File: src/rtl/vga_pkg.sv
// Shared definitions for the VGA pattern multiplexer.
// Latency: none (types and constants only).
// Backpressure: not applicable.
package vga_pkg;

    // Pixel combine mode applied at frame boundaries.
    typedef enum logic [1:0] {
        MODE_SELECT = 2'd0,
        MODE_AND    = 2'd1,
        MODE_OR     = 2'd2,
        MODE_AUTO   = 2'd3
    } mode_t;

    localparam int MODE_W = 2;

endpackage

File: src/rtl/sw_debounce.sv
// Two-flop synchroniser followed by a stability-counter debouncer for a switch bank.
// Latency: 2 sync cycles plus DEB_CYC stable cycles before the debounced value moves.
// Backpressure: none; the switch bank is sampled every cycle.
module sw_debounce #(
    parameter int WIDTH   = 1,
    parameter int DEB_CYC = 4
) (
    input  logic             clk_i,
    input  logic             reset_i,
    input  logic [WIDTH-1:0] raw_sw,
    output logic [WIDTH-1:0] deb_sw
);

    localparam int CNT_W = (DEB_CYC > 2) ? $clog2(DEB_CYC) : 1;

    logic [WIDTH-1:0] sync_q1;
    logic [WIDTH-1:0] sync_q2;
    logic [WIDTH-1:0] cand;
    logic [CNT_W-1:0] stable_cnt;

    // Bring the asynchronous switches into the clock domain.
    always_ff @(posedge clk_i or posedge reset_i) begin
        if (reset_i) begin
            sync_q1 <= '0;
            sync_q2 <= '0;
        end else begin
            sync_q1 <= raw_sw;
            sync_q2 <= sync_q1;
        end
    end

    // Track a candidate value; any change restarts the count, and the
    // candidate is accepted once it has held for DEB_CYC cycles.
    always_ff @(posedge clk_i or posedge reset_i) begin
        if (reset_i) begin
            cand       <= '0;
            stable_cnt <= '0;
            deb_sw     <= '0;
        end else if (sync_q2 != cand) begin
            cand       <= sync_q2;
            stable_cnt <= '0;
        end else if (cand != deb_sw) begin
            if (stable_cnt == CNT_W'(DEB_CYC - 1)) begin
                deb_sw     <= cand;
                stable_cnt <= '0;
            end else begin
                stable_cnt <= stable_cnt + CNT_W'(1);
            end
        end else begin
            stable_cnt <= '0;
        end
    end

endmodule

File: src/rtl/vga_pattern_mux.sv
// Selects or combines test-pattern sources per pixel; switch changes apply only at frame start.
// Latency: 1 cycle from active_i/src_rgb_i to rgb_o.
// Backpressure: none; one pixel is produced every cycle.
module vga_pattern_mux
    import vga_pkg::*;
#(
    parameter int NUM_SRC     = 4,
    parameter int CW          = 1,
    parameter int DEB_CYC     = 500000,
    parameter int AUTO_FRAMES = 60,
    localparam int SEL_W      = (NUM_SRC > 2) ? $clog2(NUM_SRC) : 1
) (
    input  logic                    clk_i,
    input  logic                    reset_i,
    input  logic [SEL_W-1:0]        sel_sw_i,
    input  logic [1:0]              mode_sw_i,
    input  logic                    frame_start_i,
    input  logic                    active_i,
    input  logic [NUM_SRC*3*CW-1:0] src_rgb_i,
    output logic [3*CW-1:0]         rgb_o,
    output logic [SEL_W-1:0]        cur_src_o,
    output logic [1:0]              cur_mode_o
);

    localparam int PW    = 3 * CW;
    localparam int CNT_W = (AUTO_FRAMES > 2) ? $clog2(AUTO_FRAMES) : 1;

    logic [SEL_W-1:0]  deb_sel;
    logic [MODE_W-1:0] deb_mode;
    logic [SEL_W-1:0]  sel_clamped;

    mode_t             cur_mode, nxt_mode;
    logic [SEL_W-1:0]  cur_src, nxt_src;
    logic [CNT_W-1:0]  frame_cnt, nxt_cnt;
    logic [PW-1:0]     pixel;

    sw_debounce #(.WIDTH(SEL_W), .DEB_CYC(DEB_CYC)) u_sel_deb (
        .clk_i   (clk_i),
        .reset_i (reset_i),
        .raw_sw  (sel_sw_i),
        .deb_sw  (deb_sel)
    );

    sw_debounce #(.WIDTH(MODE_W), .DEB_CYC(DEB_CYC)) u_mode_deb (
        .clk_i   (clk_i),
        .reset_i (reset_i),
        .raw_sw  (mode_sw_i),
        .deb_sw  (deb_mode)
    );

    // Out-of-range selections map onto the highest source.
    assign sel_clamped = (int'(deb_sel) >= NUM_SRC) ? SEL_W'(NUM_SRC - 1) : deb_sel;

    // Applied state only moves on frame_start_i, so a frame is never split.
    always_ff @(posedge clk_i or posedge reset_i) begin
        if (reset_i) begin
            cur_mode  <= MODE_SELECT;
            cur_src   <= '0;
            frame_cnt <= '0;
        end else begin
            cur_mode  <= nxt_mode;
            cur_src   <= nxt_src;
            frame_cnt <= nxt_cnt;
        end
    end

    // Next applied mode/source; debounced values are the registered ones,
    // so a coincident debouncer update is seen only at the following pulse.
    always_comb begin
        nxt_mode = cur_mode;
        nxt_src  = cur_src;
        nxt_cnt  = frame_cnt;
        if (frame_start_i) begin
            nxt_mode = mode_t'(deb_mode);
            if (mode_t'(deb_mode) == MODE_AUTO) begin
                if (cur_mode != MODE_AUTO) begin
                    nxt_src = sel_clamped;
                    nxt_cnt = '0;
                end else if (frame_cnt == CNT_W'(AUTO_FRAMES - 1)) begin
                    nxt_cnt = '0;
                    nxt_src = (cur_src == SEL_W'(NUM_SRC - 1)) ? '0 : cur_src + SEL_W'(1);
                end else begin
                    nxt_cnt = frame_cnt + CNT_W'(1);
                end
            end else begin
                nxt_src = sel_clamped;
                nxt_cnt = '0;
            end
        end
    end

    // Pixel colour from the applied mode: single source or bitwise fold of all.
    always_comb begin
        logic [PW-1:0] pix_and;
        logic [PW-1:0] pix_or;
        pix_and = '1;
        pix_or  = '0;
        for (int k = 0; k < NUM_SRC; k++) begin
            pix_and = pix_and & src_rgb_i[k*PW +: PW];
            pix_or  = pix_or  | src_rgb_i[k*PW +: PW];
        end
        case (cur_mode)
            MODE_AND: pixel = pix_and;
            MODE_OR:  pixel = pix_or;
            default:  pixel = src_rgb_i[int'(cur_src)*PW +: PW];
        endcase
    end

    // Registered pixel output, blanked outside the visible area.
    always_ff @(posedge clk_i or posedge reset_i) begin
        if (reset_i) begin
            rgb_o <= '0;
        end else begin
            rgb_o <= active_i ? pixel : '0;
        end
    end

    assign cur_src_o  = cur_src;
    assign cur_mode_o = cur_mode;

endmodule

File: config.mk
export PLATFORM = sky130hd
export DESIGN_NAME = vga_pattern_mux
export DESIGN_NICKNAME = d
export VERILOG_FILES = /design/src/rtl/vga_pkg.sv /design/src/rtl/sw_debounce.sv /design/src/rtl/vga_pattern_mux.sv
export SDC_FILE = /design/constraint.sdc
export NUM_CORES = 1
export LEC_CHECK = 0
export CAP_MARGIN = 30
export CORE_MARGIN = 2
export CORE_UTILIZATION = 55
export CTS_BUF_LIST = sky130_fd_sc_hd__clkbuf_8 sky130_fd_sc_hd__clkbuf_16
export DETAILED_ROUTE_END_ITERATION = 8
export DONT_BUFFER_PORTS = 1
export GPL_ROUTABILITY_DRIVEN = 0
export PLACE_DENSITY = 0.7
export SLEW_MARGIN = 25
export SYNTH_ARGS = -nofsm -noshare
export SYNTH_HDL_FRONTEND = slang
export SYNTH_SLANG_ARGS = --single-unit
export TNS_END_PERCENT = 50
File: constraint.sdc
create_clock -name clk_i -period 2.62 [get_ports clk_i]
set_input_delay 0.262 -clock clk_i [delete_from_list [all_inputs] [get_ports clk_i]]
set_output_delay 0.262 -clock clk_i [all_outputs]
set_load 0.1 [all_outputs]
# [After elaboration in Yosys (flattened, before gate mapping)]
# Index checks and enable logic that the tools add are counted.
[word_totals] regBits=67 inputBits=20 out_inout_bits=7 word_cells=59
[classes] n_addsub=4 n_mul=1 eq_ne=13 shift=1 mux=15 bitwise_logic=8 n_reduce_logical=3
[ops] op="$mux 19" count=6
[ops] op="$add 19x1->19 const B" count=2
[ops] op="$eq 19x19->1 const B" count=2
[ops] op="$mux 6" count=3
[ops] op="$shiftx 12x5->3" count=1
[ops] op="$and 3x3->3" count=3
[ops] op="$or 3x3->3" count=3
[ops] op="$mux 2" count=4
[ops] op="$ne 2x2->1" count=4
[ops] op="$add 6x1->6 const B" count=1
[ops] op="$eq 2x2->1 const B" count=3
[ops] op="$eq 6x6->1 const B" count=1
[ops] op="$pmux 3 s2" count=1
[ops] op="$reduce_and 3->1" count=2
[ops] op="$mul 2x2->4 const B" count=1
[ops] op="$mux 3" count=1
[ops] op="$ne 3x1->1 const B" count=1
[ops] op="$add 2x1->2 const B" count=1
[ops] op="$eq 2x1->1 const B" count=1
[ops] op="$ne 2x2->1 const B" count=1
[ops] op="$not 1->1" count=2
[ops] op="$reduce_and 2->1" count=1

# [Depth between registers and ports, before layout]
[logic_depth] depth_word=5 depth_mapped=6 ltp_nobuf=5

# [Cells and area by module]
# A second synthesis with hierarchy kept.
[unflattened] cells_unflattened=333 hier_area_um2=3438.3
[modules_own_cells] mod="sw_debounce" n_inst=2 cells_per_inst=122 area_each_um2=1295.0 seq_area_each_um2=675.6
[modules_own_cells] mod="vga_pattern_mux" n_inst=1 cells_per_inst=89 area_each_um2=848.3 seq_area_each_um2=325.3

# [Worst setup path after synthesis]
# OpenSTA, ideal clock, no wires.
[synth_timing] path_kind="flip-flop to flip-flop" start="register cur_mode[1], in the netlist cur_mode_o[1]" end="register cur_src[0], in the netlist cur_src_o[0]" setup_ps=126 arrival_time_ps=2115 required_ps=2494 slack_ps=379 stages_incl_launch_ff=7 path_buffers=1 period_less_slack_ps=2241 path_cell_list="dfrtp_1 ha_1 nand3_1 o21bai_1 and2_1 clkbuf_1 mux2_2"
[synth_between] elab_chain_cells=3 word_cells_on_any_way=5 classes_between="eq/ne: 2; mux: 2; reduce/logical: 1"
[synth_rtl] element="from (decl)" line_no="vga_pattern_mux.sv:32" text="mode_t cur_mode, nxt_mode;"
[synth_rtl] element="from (signal assigned)" line_no="vga_pattern_mux.sv:61" text="cur_mode <= nxt_mode;"
[synth_rtl] element="$ne 2x2->1 *" line_no="vga_pattern_mux.sv:76" text="if (cur_mode != MODE_AUTO) begin"
[synth_rtl] element="$ne 3x1->1 (no line) or $mux 2 (tied branches)"
[synth_rtl] element="$reduce_and 2->1 (no line) or $mux 2 (tied branches)"
[synth_rtl] element="to (signal assigned)" line_no="vga_pattern_mux.sv:62" text="cur_src <= nxt_src;"
[synth_rtl] element="to (decl)" line_no="vga_pattern_mux.sv:33" text="logic [SEL_W-1:0] cur_src, nxt_src;"
# Every way passes the cells marked *; elsewhere a longest branch is shown, timed or not.
# A chain may end at the register's enable or synchronous reset.

# [Worst setup path after layout]
[layout_timing] start="register u_sel_deb.stable_cnt[11]" end="register u_sel_deb.deb_sw[1]"
[layout_between] elab_chain_cells=2
[layout_rtl] element="from (decl)" line_no="sw_debounce.sv:19" text="logic [CNT_W-1:0] stable_cnt;"
[layout_rtl] element="from (signal assigned)" line_no="sw_debounce.sv:47" text="stable_cnt <= stable_cnt + CNT_W'(1);"
[layout_rtl] element="$eq 19x19->1" line_no="sw_debounce.sv:43" text="if (stable_cnt == CNT_W'(DEB_CYC - 1)) begin"
[layout_rtl] element="$reduce_and 3->1 (no line)"
[layout_rtl] element="to (signal assigned)" line_no="sw_debounce.sv:44" text="deb_sw <= cand;"
[layout_rtl] element="to (decl)" line_no="sw_debounce.sv:11" text="output logic [WIDTH-1:0] deb_sw"
# Every way passes these cells.

==> run summary <==
Worst Reg-to-Reg Cells - 4
Status - completed
Row cnt - 27
CTS tree - built
Critical-path cell list - or4_1 -> or4_4 -> nor3_2 -> mux2_1
Required @ worst endpoint - 2.85 ns
Die Area - 6530 um2
Pleak - 1.50 nW
Clk pin slew, worst setup/hold paths - 0.07 ns
R2R Setup Slk - 0.53 ns
Startpoint types - register
Sink Count - 67
Max VDD drop - 0.361 mV
Final setup vio count - 0
Layout cells sized above 1 - 11.4%
Worst hold endpoint - cur_mode_o[0]$_DFFE_PP0P_
Worst R2R End - u_sel_deb.deb_sw[1]$_DFFE_PP0P_
Critical path's slowest cell - or4_4
Max H-tree Level - 3
Netlist cell types - 40
Synth Area in Compound Gates - 6.87%
Synth Flop Type - dfrtp_1
Post-Synth XOR/XNOR Area - 10.5%
Post-layout util - 64.9%
Largest family of logic cells by synthesized area - simple AND/OR/NAND/NOR gates
Syn_area_per_cell - 10.6 um2
CP max stage delay - 0.53 ns
DR pass1 iterations - 4
Post-Synth Simple-Gate Area - 21.5%
Post-CTS sizing - 0
RSZ-0062 raised after global routing - no
Sequential share of the synthesized area - 51.7%
CP Max Fanout - 4
Initial Util - 57.8%
Endpoints failing hold - 0
CP bufs+invs - 0
Synth Area in Adders - 2.70%
Fin crit share - 80.0%
Metal3 WL - 328 um
Met2 WL - 2740 um
Hold Path Class - input port to register
Worst r2r src - u_sel_deb.stable_cnt[11]$_DFF_PP0_
Synth warnings - 0
Initial antenna violation count - 0
Global Route Usage Sum - 20.8%
Top routing layer used - met4
Antenna fix cells - 0
Skew final - 0.0109 ns
Post-synth ARST share - 100%
Post-Synthesis Cell Area - 3240 um2
Worst-margin pin slew - 0.864 ns
Layout area overhead - 12.3%
M1 WL - 2840 um
Dpl hpwl - 4080 um
FMAX - 477 MHz
Mux share of post-synthesis cell area - 4.13%
Final ANT Viol Nets - 0
Iter 0 DRT Violations - 143
Setup TNS - 0 ns
Drt wl/cell - 15.1 um
Vias in the first global route - 2193
Hold Path Origin - frame_start_i
Max-cap viol count - 0
Max Slew Vio Count - 0
Die Y - 80.8 um
First-pass GRT wire length - 10200 um
Slew HR - 42.4%
CTS buffer count - 9
Pwr Density - 609 nW/um2
Arrival @ worst endpoint - 2.33 ns
Mapped Nets - 333
Tmin final - 2.09 ns
CP endpoint kind - register
Setup Crit Path Kind - register to register
CP top delay family - simple AND/OR/NAND/NOR gates
Synth Instances - 306
#FFs+latches synth - 67
Port-buffer cells - 0
Post-Route WL - 6010 um
Largest net degree at the start of global routing - 41
EDFF count, synth - 0
Die W - 80.8 um
Total core area - 5610 um2
Insertion delay to the later sink of the worst-skew pair - 0.35 ns
Vias post-DR - 2274
Gr ovfl total - 0
Nets - 347
Hold path cells - 1
# IOs - 27
Max clock buf depth - 2
Root buffer cell - clkbuf_8
DR vias/cell - 5.73
Residual DRC - 0
==> through the flow <==
step / power, mW / setup slack (ns) / hold slack (ns) / area [um2] / instances
final: 2.22 / 0.525 / 0.0154 / 3640 / 397
after global routing: 2.30 / 0.419 / 0.00962 / 3640 / 397
after CTS: 2.24 / 0.521 / 0.00601 / 3640 / 397
after detailed placement: 1.20 / 0.531 / 0.293 / 3340 / 375
after global placement: 1.20 / 0.551 / 0.293 / 3340 / 375
after floorplan: 1.18 / 0.379 / 0.293 / 3240 / 306
==> layout by cell type, fill, tap and decap left out, types with 2 or more instances in the layout <==
| cell | n |
|---|---|
| a21oi_1 | 9 |
| a221o_1 | 3 |
| a41o_1 | 3 |
| and3_1 | 4 |
| and4_1 | 2 |
| buf_4 | 7 |
| bufinv_16 | 3 |
| clkbuf_8 | 9 |
| clkinvlp_4 | 2 |
| dfrtp_1 | 67 |
| dlygate4sd3_1 | 6 |
| ha_1 | 7 |
| inv_1 | 10 |
| mux2_1 | 2 |
| mux2_2 | 3 |
| mux4_2 | 3 |
| nand2_1 | 19 |
| nand2b_1 | 5 |
| nand3_1 | 12 |
| nand3b_1 | 2 |
| nand4_1 | 12 |
| nor2_1 | 37 |
| nor3_1 | 8 |
| nor4_1 | 8 |
| o211ai_1 | 2 |
| o21ai_0 | 8 |
| o21bai_1 | 2 |
| o31ai_1 | 3 |
| or2_2 | 3 |
| or3_1 | 9 |
| or4_1 | 4 |
| xnor2_1 | 23 |
| xor2_1 | 16 |
==> what timing repair did <==
action / 4_1_cts / 5_1_grt
setup buffers: 0 / 0
endpoints found under the hold margin: 43 / 0
hold buffers: 6 / 0
==> state kept, by name (all words and copies together) (netlist names) <==
signal / count
u_mode_deb.stable_cnt: 19
u_sel_deb.stable_cnt: 19
frame_cnt: 6
rgb_o: 3
cur_mode_o: 2
cur_src_o: 2
u_mode_deb.cand: 2
u_mode_deb.deb_sw: 2
u_mode_deb.sync_q1: 2
u_mode_deb.sync_q2: 2
u_sel_deb.cand: 2
u_sel_deb.deb_sw: 2
u_sel_deb.sync_q1: 2
u_sel_deb.sync_q2: 2
==> metal layers <==
metal  vias up  GRT usage, %
li1       1113             -
met1      1096          28.3
met2        57          31.9
met3         8          5.22
met4         0          9.15
met5         -             0
==> worst max-delay path by stage <==
stage | start | endpoint | cells after the start
after floorplan | cur_mode_o[1]$_DFFE_PP0P_ | cur_src_o[0]$_DFFE_PP0P_ | 6
after global placement | u_sel_deb.stable_cnt[11]$_DFF_PP0_ | u_sel_deb.deb_sw[1]$_DFFE_PP0P_ | 4
after detailed placement | u_sel_deb.stable_cnt[11]$_DFF_PP0_ | u_sel_deb.deb_sw[0]$_DFFE_PP0P_ | 4
after CTS | u_sel_deb.stable_cnt[11]$_DFF_PP0_ | u_sel_deb.stable_cnt[6]$_DFF_PP0_ | 4
after global routing | u_sel_deb.stable_cnt[11]$_DFF_PP0_ | u_sel_deb.stable_cnt[6]$_DFF_PP0_ | 4
final | u_sel_deb.stable_cnt[11]$_DFF_PP0_ | u_sel_deb.deb_sw[1]$_DFFE_PP0P_ | 4
==> power breakdown <==
group	switching, mW	internal [mW]	total [mW]
logic	0.0621	0.0354	0.0975
clock network	0.402	0.630	1.03
registers	0.0379	1.05	1.09
total	0.502	1.72	2.22
==> synth_stat cells (2+ instances only) <==
cell,n,area share (%)
nand4_1,12,2.3
mux4_2,3,2.1
xnor2_1,23,6.2
or2_2,3,0.58
inv_1,10,1.2
a21oi_1,9,1.4
o31ai_1,3,0.69
nor2_1,37,4.3
mux2_2,3,1.0
nand2_1,19,2.2
and4_1,2,0.54
dfrtp_1,67,52
o21bai_1,2,0.46
o211ai_1,2,0.46
nand3_1,12,1.9
mux2_1,2,0.69
ha_1,7,2.7
a221o_1,3,0.93
xor2_1,16,4.3
nor3_1,8,1.2
or3_1,9,1.7
clkbuf_1,9,1.0
nand3b_1,2,0.46
and3_1,4,0.77
nor4_1,8,1.5
o21ai_0,8,1.2
a41o_1,3,0.93
nand2b_1,5,0.96
or4_1,4,0.93
==> layout make-up <==
cell class | count | area (um2)
Sequential cell | 67 | 1680
Inverter | 10 | 37.5
Fill cell | 461 | 1970
Clock buffer | 9 | 124
Timing Repair Buffer | 13 | 113
Tap cell | 72 | 90.1
Multi-Input combinational cell | 219 | 1480
Clock inverter | 7 | 118
==> logic make-up after synthesis <==
group | Yosys count
flops | 67
simple gates | 132
compound gates | 32
xor+xnor | 39
fa+ha+maj | 7
buf+inv | 20
mux | 9
No activity file was read; power rests on OpenSTA's default activity.
